`config.mk`:
```
export PLATFORM = sky130hd
export DESIGN_NAME = ddr3_app_bridge
export DESIGN_NICKNAME = d
export VERILOG_FILES = /design/src/rtl/ddr3_app_bridge.sv
export SDC_FILE = /design/constraint.sdc
export NUM_CORES = 1
export LEC_CHECK = 0
export ABC_AREA = 1
export CAP_MARGIN = 5
export CORE_AREA = 2 2 241 243
export CTS_CLUSTER_DIAMETER = 50
export DETAILED_ROUTE_END_ITERATION = 12
export DIE_AREA = 0 0 243 245
export PLACE_DENSITY_LB_ADDON = 0.15
export SLEW_MARGIN = 20
export SYNTH_ARGS = -nofsm -noshare
export SYNTH_HDL_FRONTEND = slang
export SYNTH_SLANG_ARGS = --single-unit
```
`constraint.sdc`:
```
create_clock -name clk -period 15.5 [get_ports clk]
set_clock_uncertainty 0.1 [all_clocks]
set_input_delay 3.1 -clock clk [delete_from_list [all_inputs] [get_ports clk]]
set_output_delay 3.1 -clock clk [all_outputs]
set_load 0.01 [all_outputs]
```
`src/rtl/ddr3_app_bridge.sv`:
```
`default_nettype none
//==============================================================================
// Module      : ddr3_app_bridge
// Description : Upstream request stage in front of the app-side command/data
//               interface of a DDR3 memory controller IP. Handles one
//               single-beat read or write at a time. The command goes out on
//               cmd/cmd_en and the write beat on wr_data_en/wr_data_end.
//               Read data is captured on rd_data_valid, with a timeout. Each
//               request gets exactly one response on a valid/ready port.
//               All traffic is held off until init_calib_complete.
//
//               Optional build macro: DDR3_BRIDGE_STAT_EN
//                 Adds stat_wr_cnt[31:0], stat_rd_cnt[31:0] and
//                 stat_to_cnt[15:0] completion/timeout counters.
//
// Ports:
//   clk, rst               clk_out of the IP; asynchronous active-high reset
//   req_*                  request port (valid/ready, we, addr, wdata, wmask)
//   rsp_*                  response port (valid/ready, we echo, rdata, err)
//   init_calib_complete    calibration done flag from the IP
//   app_burst_number       tied to 0
//   cmd, cmd_en, cmd_ready, app_addr
//                          command channel (cmd 0 = write, 1 = read)
//   wr_data*, wr_data_rdy  write data channel (single beat)
//   rd_data*               read return channel
//   stat_*                 statistics (DDR3_BRIDGE_STAT_EN only)
//
// Revision    : 1.0 - initial release
//==============================================================================
module ddr3_app_bridge #(
    parameter int ADDR_W      = 27,
    parameter int DATA_W      = 128,
    parameter int TIMEOUT_CYC = 1024
) (
    input  logic                clk,
    input  logic                rst,
    // request port
    input  logic                req_valid,
    output logic                req_ready,
    input  logic                req_we,
    input  logic [ADDR_W-1:0]   req_addr,
    input  logic [DATA_W-1:0]   req_wdata,
    input  logic [DATA_W/8-1:0] req_wmask,
    // response port
    output logic                rsp_valid,
    input  logic                rsp_ready,
    output logic                rsp_we,
    output logic [DATA_W-1:0]   rsp_rdata,
    output logic                rsp_err,
`ifdef DDR3_BRIDGE_STAT_EN
    // statistics
    output logic [31:0]         stat_wr_cnt,
    output logic [31:0]         stat_rd_cnt,
    output logic [15:0]         stat_to_cnt,
`endif
    // DDR3 IP app interface
    input  logic                init_calib_complete,
    output logic [5:0]          app_burst_number,
    output logic [2:0]          cmd,
    output logic                cmd_en,
    input  logic                cmd_ready,
    output logic [ADDR_W-1:0]   app_addr,
    output logic [DATA_W-1:0]   wr_data,
    output logic                wr_data_en,
    output logic                wr_data_end,
    output logic [DATA_W/8-1:0] wr_data_mask,
    input  logic                wr_data_rdy,
    input  logic [DATA_W-1:0]   rd_data,
    input  logic                rd_data_valid,
    input  logic                rd_data_end
);

    localparam int                c_MASK_W  = DATA_W / 8;
    localparam int                c_CNT_W   = $clog2(TIMEOUT_CYC);
    localparam logic [c_CNT_W-1:0] c_TO_LAST = c_CNT_W'(TIMEOUT_CYC - 1);
    localparam logic [2:0]        c_CMD_WR  = 3'd0;
    localparam logic [2:0]        c_CMD_RD  = 3'd1;

    typedef enum logic [2:0] {
        S_INIT  = 3'd0,
        S_IDLE  = 3'd1,
        S_WCMD  = 3'd2,
        S_WDAT  = 3'd3,
        S_RCMD  = 3'd4,
        S_RWAIT = 3'd5,
        S_RESP  = 3'd6
    } state_t;

    state_t                r_state;
    state_t                w_state_nxt;

    // Registered outputs and their next-state values
    logic                  r_req_ready,    w_req_ready_nxt;
    logic                  r_rsp_valid,    w_rsp_valid_nxt;
    logic                  r_rsp_we,       w_rsp_we_nxt;
    logic [DATA_W-1:0]     r_rsp_rdata,    w_rsp_rdata_nxt;
    logic                  r_rsp_err,      w_rsp_err_nxt;
    logic [2:0]            r_cmd,          w_cmd_nxt;
    logic [ADDR_W-1:0]     r_app_addr,     w_app_addr_nxt;
    logic [DATA_W-1:0]     r_wr_data,      w_wr_data_nxt;
    logic [c_MASK_W-1:0]   r_wr_data_mask, w_wr_data_mask_nxt;

    logic [c_CNT_W-1:0]    r_to_cnt;
    logic                  w_to_hit;
    logic                  w_req_fire;
    logic                  w_rsp_fire;
    logic                  w_cmd_fire;
    logic                  w_wr_fire;

    // rd_data_end always accompanies rd_data_valid on a single-beat read,
    // so it carries no extra information here.
    logic                  w_unused;
    assign w_unused = rd_data_end;

    //--------------------------------------------------------------------------
    // Handshake strobes. Command and write-data strobes are combinational so
    // they are high exactly in the cycle the IP reports ready.
    //--------------------------------------------------------------------------
    assign w_req_fire = (r_state == S_IDLE) && r_req_ready && req_valid;
    assign w_rsp_fire = (r_state == S_RESP) && rsp_ready;
    assign w_cmd_fire = ((r_state == S_WCMD) || (r_state == S_RCMD)) && cmd_ready;
    assign w_wr_fire  = (r_state == S_WDAT) && wr_data_rdy;
    assign w_to_hit   = (r_to_cnt == c_TO_LAST);

    assign cmd_en           = w_cmd_fire;
    assign wr_data_en       = w_wr_fire;
    assign wr_data_end      = w_wr_fire;
    assign app_burst_number = 6'd0;

    assign req_ready    = r_req_ready;
    assign rsp_valid    = r_rsp_valid;
    assign rsp_we       = r_rsp_we;
    assign rsp_rdata    = r_rsp_rdata;
    assign rsp_err      = r_rsp_err;
    assign cmd          = r_cmd;
    assign app_addr     = r_app_addr;
    assign wr_data      = r_wr_data;
    assign wr_data_mask = r_wr_data_mask;

    //--------------------------------------------------------------------------
    // State register and registered outputs
    //--------------------------------------------------------------------------
    always_ff @(posedge clk or posedge rst) begin
        if (rst) begin
            r_state        <= S_INIT;
            r_req_ready    <= 1'b0;
            r_rsp_valid    <= 1'b0;
            r_rsp_we       <= 1'b0;
            r_rsp_rdata    <= '0;
            r_rsp_err      <= 1'b0;
            r_cmd          <= c_CMD_WR;
            r_app_addr     <= '0;
            r_wr_data      <= '0;
            r_wr_data_mask <= '0;
        end else begin
            r_state        <= w_state_nxt;
            r_req_ready    <= w_req_ready_nxt;
            r_rsp_valid    <= w_rsp_valid_nxt;
            r_rsp_we       <= w_rsp_we_nxt;
            r_rsp_rdata    <= w_rsp_rdata_nxt;
            r_rsp_err      <= w_rsp_err_nxt;
            r_cmd          <= w_cmd_nxt;
            r_app_addr     <= w_app_addr_nxt;
            r_wr_data      <= w_wr_data_nxt;
            r_wr_data_mask <= w_wr_data_mask_nxt;
        end
    end

    //--------------------------------------------------------------------------
    // Next-state and next-output logic. Every register holds by default.
    //--------------------------------------------------------------------------
    always_comb begin
        w_state_nxt        = r_state;
        w_req_ready_nxt    = r_req_ready;
        w_rsp_valid_nxt    = r_rsp_valid;
        w_rsp_we_nxt       = r_rsp_we;
        w_rsp_rdata_nxt    = r_rsp_rdata;
        w_rsp_err_nxt      = r_rsp_err;
        w_cmd_nxt          = r_cmd;
        w_app_addr_nxt     = r_app_addr;
        w_wr_data_nxt      = r_wr_data;
        w_wr_data_mask_nxt = r_wr_data_mask;

        case (r_state)
            S_INIT: begin
                // Calibration is only looked at here. Losing it later is
                // not our concern.
                if (init_calib_complete) begin
                    w_state_nxt     = S_IDLE;
                    w_req_ready_nxt = 1'b1;
                end
            end

            S_IDLE: begin
                if (w_req_fire) begin
                    w_req_ready_nxt    = 1'b0;
                    w_app_addr_nxt     = req_addr;
                    w_wr_data_nxt      = req_wdata;
                    w_wr_data_mask_nxt = req_wmask;
                    w_cmd_nxt          = req_we ? c_CMD_WR : c_CMD_RD;
                    w_rsp_we_nxt       = req_we;
                    w_state_nxt        = req_we ? S_WCMD : S_RCMD;
                end
            end

            S_WCMD: begin
                if (w_cmd_fire) begin
                    w_state_nxt = S_WDAT;
                end
            end

            S_WDAT: begin
                if (w_wr_fire) begin
                    w_rsp_valid_nxt = 1'b1;
                    w_rsp_rdata_nxt = '0;
                    w_rsp_err_nxt   = 1'b0;
                    w_state_nxt     = S_RESP;
                end
            end

            S_RCMD: begin
                if (w_cmd_fire) begin
                    w_state_nxt = S_RWAIT;
                end
            end

            S_RWAIT: begin
                // Data arriving in the last allowed cycle still counts as
                // a good read, so it is tested before the timeout.
                if (rd_data_valid) begin
                    w_rsp_valid_nxt = 1'b1;
                    w_rsp_rdata_nxt = rd_data;
                    w_rsp_err_nxt   = 1'b0;
                    w_state_nxt     = S_RESP;
                end else if (w_to_hit) begin
                    w_rsp_valid_nxt = 1'b1;
                    w_rsp_rdata_nxt = '0;
                    w_rsp_err_nxt   = 1'b1;
                    w_state_nxt     = S_RESP;
                end
            end

            S_RESP: begin
                if (w_rsp_fire) begin
                    w_rsp_valid_nxt = 1'b0;
                    w_req_ready_nxt = 1'b1;
                    w_state_nxt     = S_IDLE;
                end
            end

            default: begin
                w_state_nxt     = S_INIT;
                w_req_ready_nxt = 1'b0;
                w_rsp_valid_nxt = 1'b0;
            end
        endcase
    end

    //--------------------------------------------------------------------------
    // Read timeout counter. It is zero on the first RWAIT cycle and counts
    // every RWAIT cycle, so TIMEOUT_CYC RWAIT cycles pass before an error.
    //--------------------------------------------------------------------------
    always_ff @(posedge clk or posedge rst) begin
        if (rst) begin
            r_to_cnt <= '0;
        end else if (r_state == S_RWAIT) begin
            r_to_cnt <= r_to_cnt + 1'b1;
        end else begin
            r_to_cnt <= '0;
        end
    end

`ifdef DDR3_BRIDGE_STAT_EN
    //--------------------------------------------------------------------------
    // Completion statistics, updated on the response handshake. A timed-out
    // read still counts as a completed read.
    //--------------------------------------------------------------------------
    logic [31:0] r_stat_wr_cnt;
    logic [31:0] r_stat_rd_cnt;
    logic [15:0] r_stat_to_cnt;

    always_ff @(posedge clk or posedge rst) begin
        if (rst) begin
            r_stat_wr_cnt <= '0;
            r_stat_rd_cnt <= '0;
            r_stat_to_cnt <= '0;
        end else if (w_rsp_fire) begin
            if (r_rsp_we) begin
                r_stat_wr_cnt <= r_stat_wr_cnt + 32'd1;
            end else begin
                r_stat_rd_cnt <= r_stat_rd_cnt + 32'd1;
            end
            if (r_rsp_err && (r_stat_to_cnt != 16'hFFFF)) begin
                r_stat_to_cnt <= r_stat_to_cnt + 16'd1;
            end
        end
    end

    assign stat_wr_cnt = r_stat_wr_cnt;
    assign stat_rd_cnt = r_stat_rd_cnt;
    assign stat_to_cnt = r_stat_to_cnt;
`endif

endmodule

`default_nettype wire

```
; Yosys cells after proc, flatten, opt, wreduce, memory -nomap -nowiden
; Index checks and enable logic that the tools add are counted.
[word_totals]
ff_bits = 319
out_inout_bits = 315
input_bits = 309
word_cells = 71
[classes]
n_reduce_logical = 15
n_addsub = 1
n_mux = 28
bitwise = 2
n_eq_ne = 14
[op_table]
columns = operator, count
row1 = 2-to-1 mux 128 bit, 3
row2 = one-hot mux 128 bit (2 select lines), 1
row3 = 2-to-1 mux 3 bit, 9
row4 = one-hot mux 3 bit (7 select lines), 1
row5 = "!= test 2 bit, second input constant", 6
row6 = "adder 10 x 1 -> 10 bit, second input constant", 1
row7 = "equality test 10 bit, second input constant", 1
row8 = 2-to-1 mux 1 bit, 10
row9 = 2-to-1 mux 10 bit, 1
row10 = "equality test 3 bit, second input constant", 3
row11 = one-hot mux 1 bit (4 select lines), 2
row12 = AND reduction 4 bit, 2
row13 = OR reduction 4 bit, 2
row14 = AND reduction 7 bit, 1
row15 = "equality test 3 x 2 -> 1 bit, second input constant", 2
row16 = logical AND 1 bit, 5
row17 = "equality test 3 x 1 -> 1 bit, second input constant", 1
row18 = logical NOT 3 bit, 1
row19 = "!= test 3 bit, second input constant", 1
row20 = AND reduction 3 bit, 1
row21 = NOT 1 bit, 2
row22 = one-hot mux 1 bit (2 select lines), 1
row23 = AND reduction 2 bit, 1
row24 = nonzero test 2 bit, 1
row25 = logical OR 1 bit, 1

; Depth between registers and ports, before layout
[depth]
word_depth = 5
ltp_mapped = 10
depth_no_buf = 8

; Least setup slack after synthesis
; No wires, ideal clock.
[synth_timing]
kind = input to output
start = input wr_data_rdy
end = output wr_data_end
n_path_buf = 1
cell_stages = 3
required_ns = 12.300
arrival_ns = 3.491
path_slack_ns = 8.809
cell_sequence = inv_1 -> nor2_1 -> buf_4
[synth_between]
elab_chain_len = 1
[synth_lines]
columns = item, line
row1 = from (decl), 67  ; input logic wr_data_rdy,
row2 = logical AND 1 bit, 122  ; assign w_wr_fire = (r_state == S_WDAT) && wr_data_rdy;
row3 = to (decl), 65  ; output logic wr_data_end,
; No other way between the ends.

; Worst setup path after layout
[layout_timing]
start = input wr_data_rdy
end = output wr_data_en
[layout_between]
elab_chain_len = 1
[layout_lines]
columns = item, line
row1 = logical AND 1 bit, 122
row2 = to (decl), 64  ; output logic wr_data_en,
; No other way between the ends.

==> reports/qor.yml <==
route:
  drt_iter0_drc: 471
  routedWlPerCell_um: 17.1
  dr.pass1.iters: 4
  drc: 0
  vias: 11530
  antenna_left: 0
  via_per_inst: 4.10
  wirelength_mm: 48.0
outcome:
  status: "finished clean"
pwr:
  p_leak_nw: 10.0
  switchingPower_mw: 1.25
  powerDensity_nw_per_um2: 180
  pwr-share-seq: 0.344
  pwr-share-clk: 0.286
  ir_worst_vdd_v: 0.0000825
  switching_share: 0.331
  combPwrFrac: 0.370
  internal_power_mw: 2.52
grt:
  overflow: 0
  grtUsageMet3: 0.0647
  busiest_layer: "met2"
  grt_max_degree: 169
  grt_use_total: 0.157
  grtUsageMet2: 0.261
  met1_usage: 0.187
  antenna_found_initial: 6
  grt_pass1_vias: 11475
  grt_pass1_wl_mm: 72.3
synthesis:
  synth-seq-cells: 317
  yosysWarnings: 0
  synth_cells: 1424
  synth_area_um2: 12600
  yosysSeqAreaShare: 0.632
  synth_cell_types: 26
  postSynthAreaPerCell_um2: 8.82
flow_run:
  cap_violations: 0
die:
  die_h_um: 245
  dieArea_um2: 59500
  num_io_pins: 624
  start_util: 0.220
  die_w_um: 243
  core_area_um2: 57000
  core.rowCount: 88
critical_path:
  critical_path_peak_fanout: 2
  cp-start-kind: "primary input"
  cpMostUsedCell: "clkdlybuf4s50_1"
  crit_type: "primary input to output port"
  arrival_ns: 4.42
  worstPathRequired_ns: 12.30
  worstPathCellList: "clkdlybuf4s50_1, inv_1, nor2_1, clkdlybuf4s50_1"
  max_stage_delay_ns: 0.58
  crit_slowest_cell: "clkdlybuf4s50_1"
  end_kind: "output port"
cts:
  clk_path_buf_depth: 3
  cts-root-buf: "clkbuf_16"
  cts_tree: "yes"
  clk_latency_ns: 0.56
  postCtsResizedCells: 0
  numCtsBuffers: 47
  clock_sinks: 317
  clkTransAtPathRegs_ns: 0.05
  cts_setup_buffers: 0
  htreeDepth: 2
  postCtsHoldBufs: 0
finish:
  area_growth_syn_to_layout_pct: 66.1
  nets: 2324
  drive_gt1_frac: 0.0459
  fin_area_um2: 20900
sta:
  finalHoldViolations: 0
  slew_headroom: 0.296
  rsz0062_at_grt: "no"
  timing.fmax_ghz: 0.131
  period_needed_ns: 7.62
  fin_crit_sh: 0.492
  maxSlewViolCount: 0
  final.setup.tns_ns: 0
  setup_ws_ns: 7.88
  worstMarginPinSlew_ns: 1.06
  setup_violations: 0
place:
  io_buffers: 614
  dpl_cell_area_um2: 19300
  post-place-ws_ns: 7.87
  gp_congestion: 0.827
  hpwl_mm: 33.4
min_path:
  min_path_type: "register to register"
-- kinds of logic (layout without fill, tap and decap cells) --
family	after synthesis	in the layout	synth area share
adder cells (fa/ha/maj)	2	2	0.00259
AND/OR/NAND/NOR	978	978	0.310
AO/OA/AOI/OAI	18	18	0.00827
other	1	9	0.000299
flip-flops	317	317	0.632
buffers and inverters	107	722	0.0470
XOR/XNOR	1	1	0.000697
-- power by group through the flow --
stage	registers, mW	clock network [mW]	logic, mW
floorplan	1.44	0	0.421
global placement	1.30	0	1.42
detailed placement	1.31	0	1.42
CTS	1.30	1.12	1.42
global route	1.34	1.15	1.53
finish	1.30	1.07	1.39
-- final timing paths --
| path | from | to | slack (ns) | depth (start not counted) |
|---|---|---|---|---|
| worst max-delay path | wr_data_rdy | wr_data_en | 7.88 | 4 |
| worst min-delay path | wr_data[65] | wr_data[65] | 0.36 | 2 |
| worst max register to register | r_state[2] | cmd[0] | 12.00 | 7 |
| worst min register to register | wr_data[65] | wr_data[65] | 0.36 | 2 |
| max in group asynchronous | rst | rsp_we | 10.81 | 4 |
| min in group asynchronous | rst | rsp_rdata[4] | 2.95 | 2 |
-- metrics by stage --
step	hold WS [ns]	cells	power [mW]	util
5_1_grt	0.389	2812	4.01	0.366
6_report	0.364	2812	3.76	0.366
4_1_cts	0.370	2810	3.84	0.365
3_5_place_dp	0.357	2728	2.73	0.338
3_3_place_gp	0.353	2728	2.72	0.338
2_1_floorplan	0.355	1431	1.86	-
-- registers in the layout (all words and copies together), names as in the netlist --
register and count:
cmd 1, app_addr 27, rsp_err 1, rsp_we 1
r_state 3, r_to_cnt 10, rsp_rdata 128, wr_data 128
req_ready 1, wr_data_mask 16, rsp_valid 1
-- cells in the final DEF, fill, tap and decap left out, types with 2 or more instances in the layout --
master           count
a21oi_1              9
buf_4                7
bufinv_16            6
clkbuf_1             7
clkbuf_16           47
clkbuf_8             2
clkdlybuf4s50_1    613
clkinv_2             6
clkinv_4             2
clkinv_8             2
clkinvlp_4           6
conb_1               8
dfrtp_1            317
inv_1               13
inv_2                2
inv_4                2
inv_6                4
nand2_1            801
nand3_1            144
nand4_1              3
nor2_1              21
nor2_4               2
nor3_1               3
o21ai_0              7
-- Yosys cell counts --
cell type | number | share of area
a21oi_1 | 9 | 0.0036
a21oi_4 | 1 | 0.0013
and3_1 | 1 | 0.00050
buf_2 | 22 | 0.0088
buf_4 | 19 | 0.011
buf_6 | 12 | 0.011
clkbuf_1 | 36 | 0.011
conb_1 | 1 | 0.00030
dfrtp_1 | 317 | 0.63
fa_1 | 1 | 0.0016
ha_1 | 1 | 0.0010
inv_1 | 14 | 0.0042
inv_2 | 4 | 0.0012
nand2_1 | 801 | 0.24
nand2_2 | 1 | 0.00050
nand3_1 | 144 | 0.057
nand3_2 | 1 | 0.00080
nand3b_1 | 1 | 0.00060
nand4_1 | 3 | 0.0015
nor2_1 | 21 | 0.0063
nor2_2 | 1 | 0.00050
nor2_4 | 1 | 0.00090
nor3_1 | 3 | 0.0012
o21a_1 | 1 | 0.00060
o21ai_0 | 7 | 0.0028
xor2_1 | 1 | 0.00070
-- per-layer routing --
metal | vias to the layer above | wire, µm
met3 | 72 | 4710
met5 | - | 73
met4 | 10 | 929
met1 | 5451 | 19200
li1 | 5590 | -
met2 | 407 | 23100
-- critical path, delay by kind of cell --
family | cells | cell delay (ns)
buffers and inverters | 3 | 1.14
AND/OR/NAND/NOR | 1 | 0.18
-- layout make-up --
cell class	instances	area, µm²
timing repair buffer	622	6240
sequential	317	7930
clock buffer	56	1230
clock inverter	26	340
multi-input combinational	1007	4080
antenna	1	2.50
fill	5965	36200
inverter	18	80.1
tap	765	957
Power figures use the tool's default switching activity.
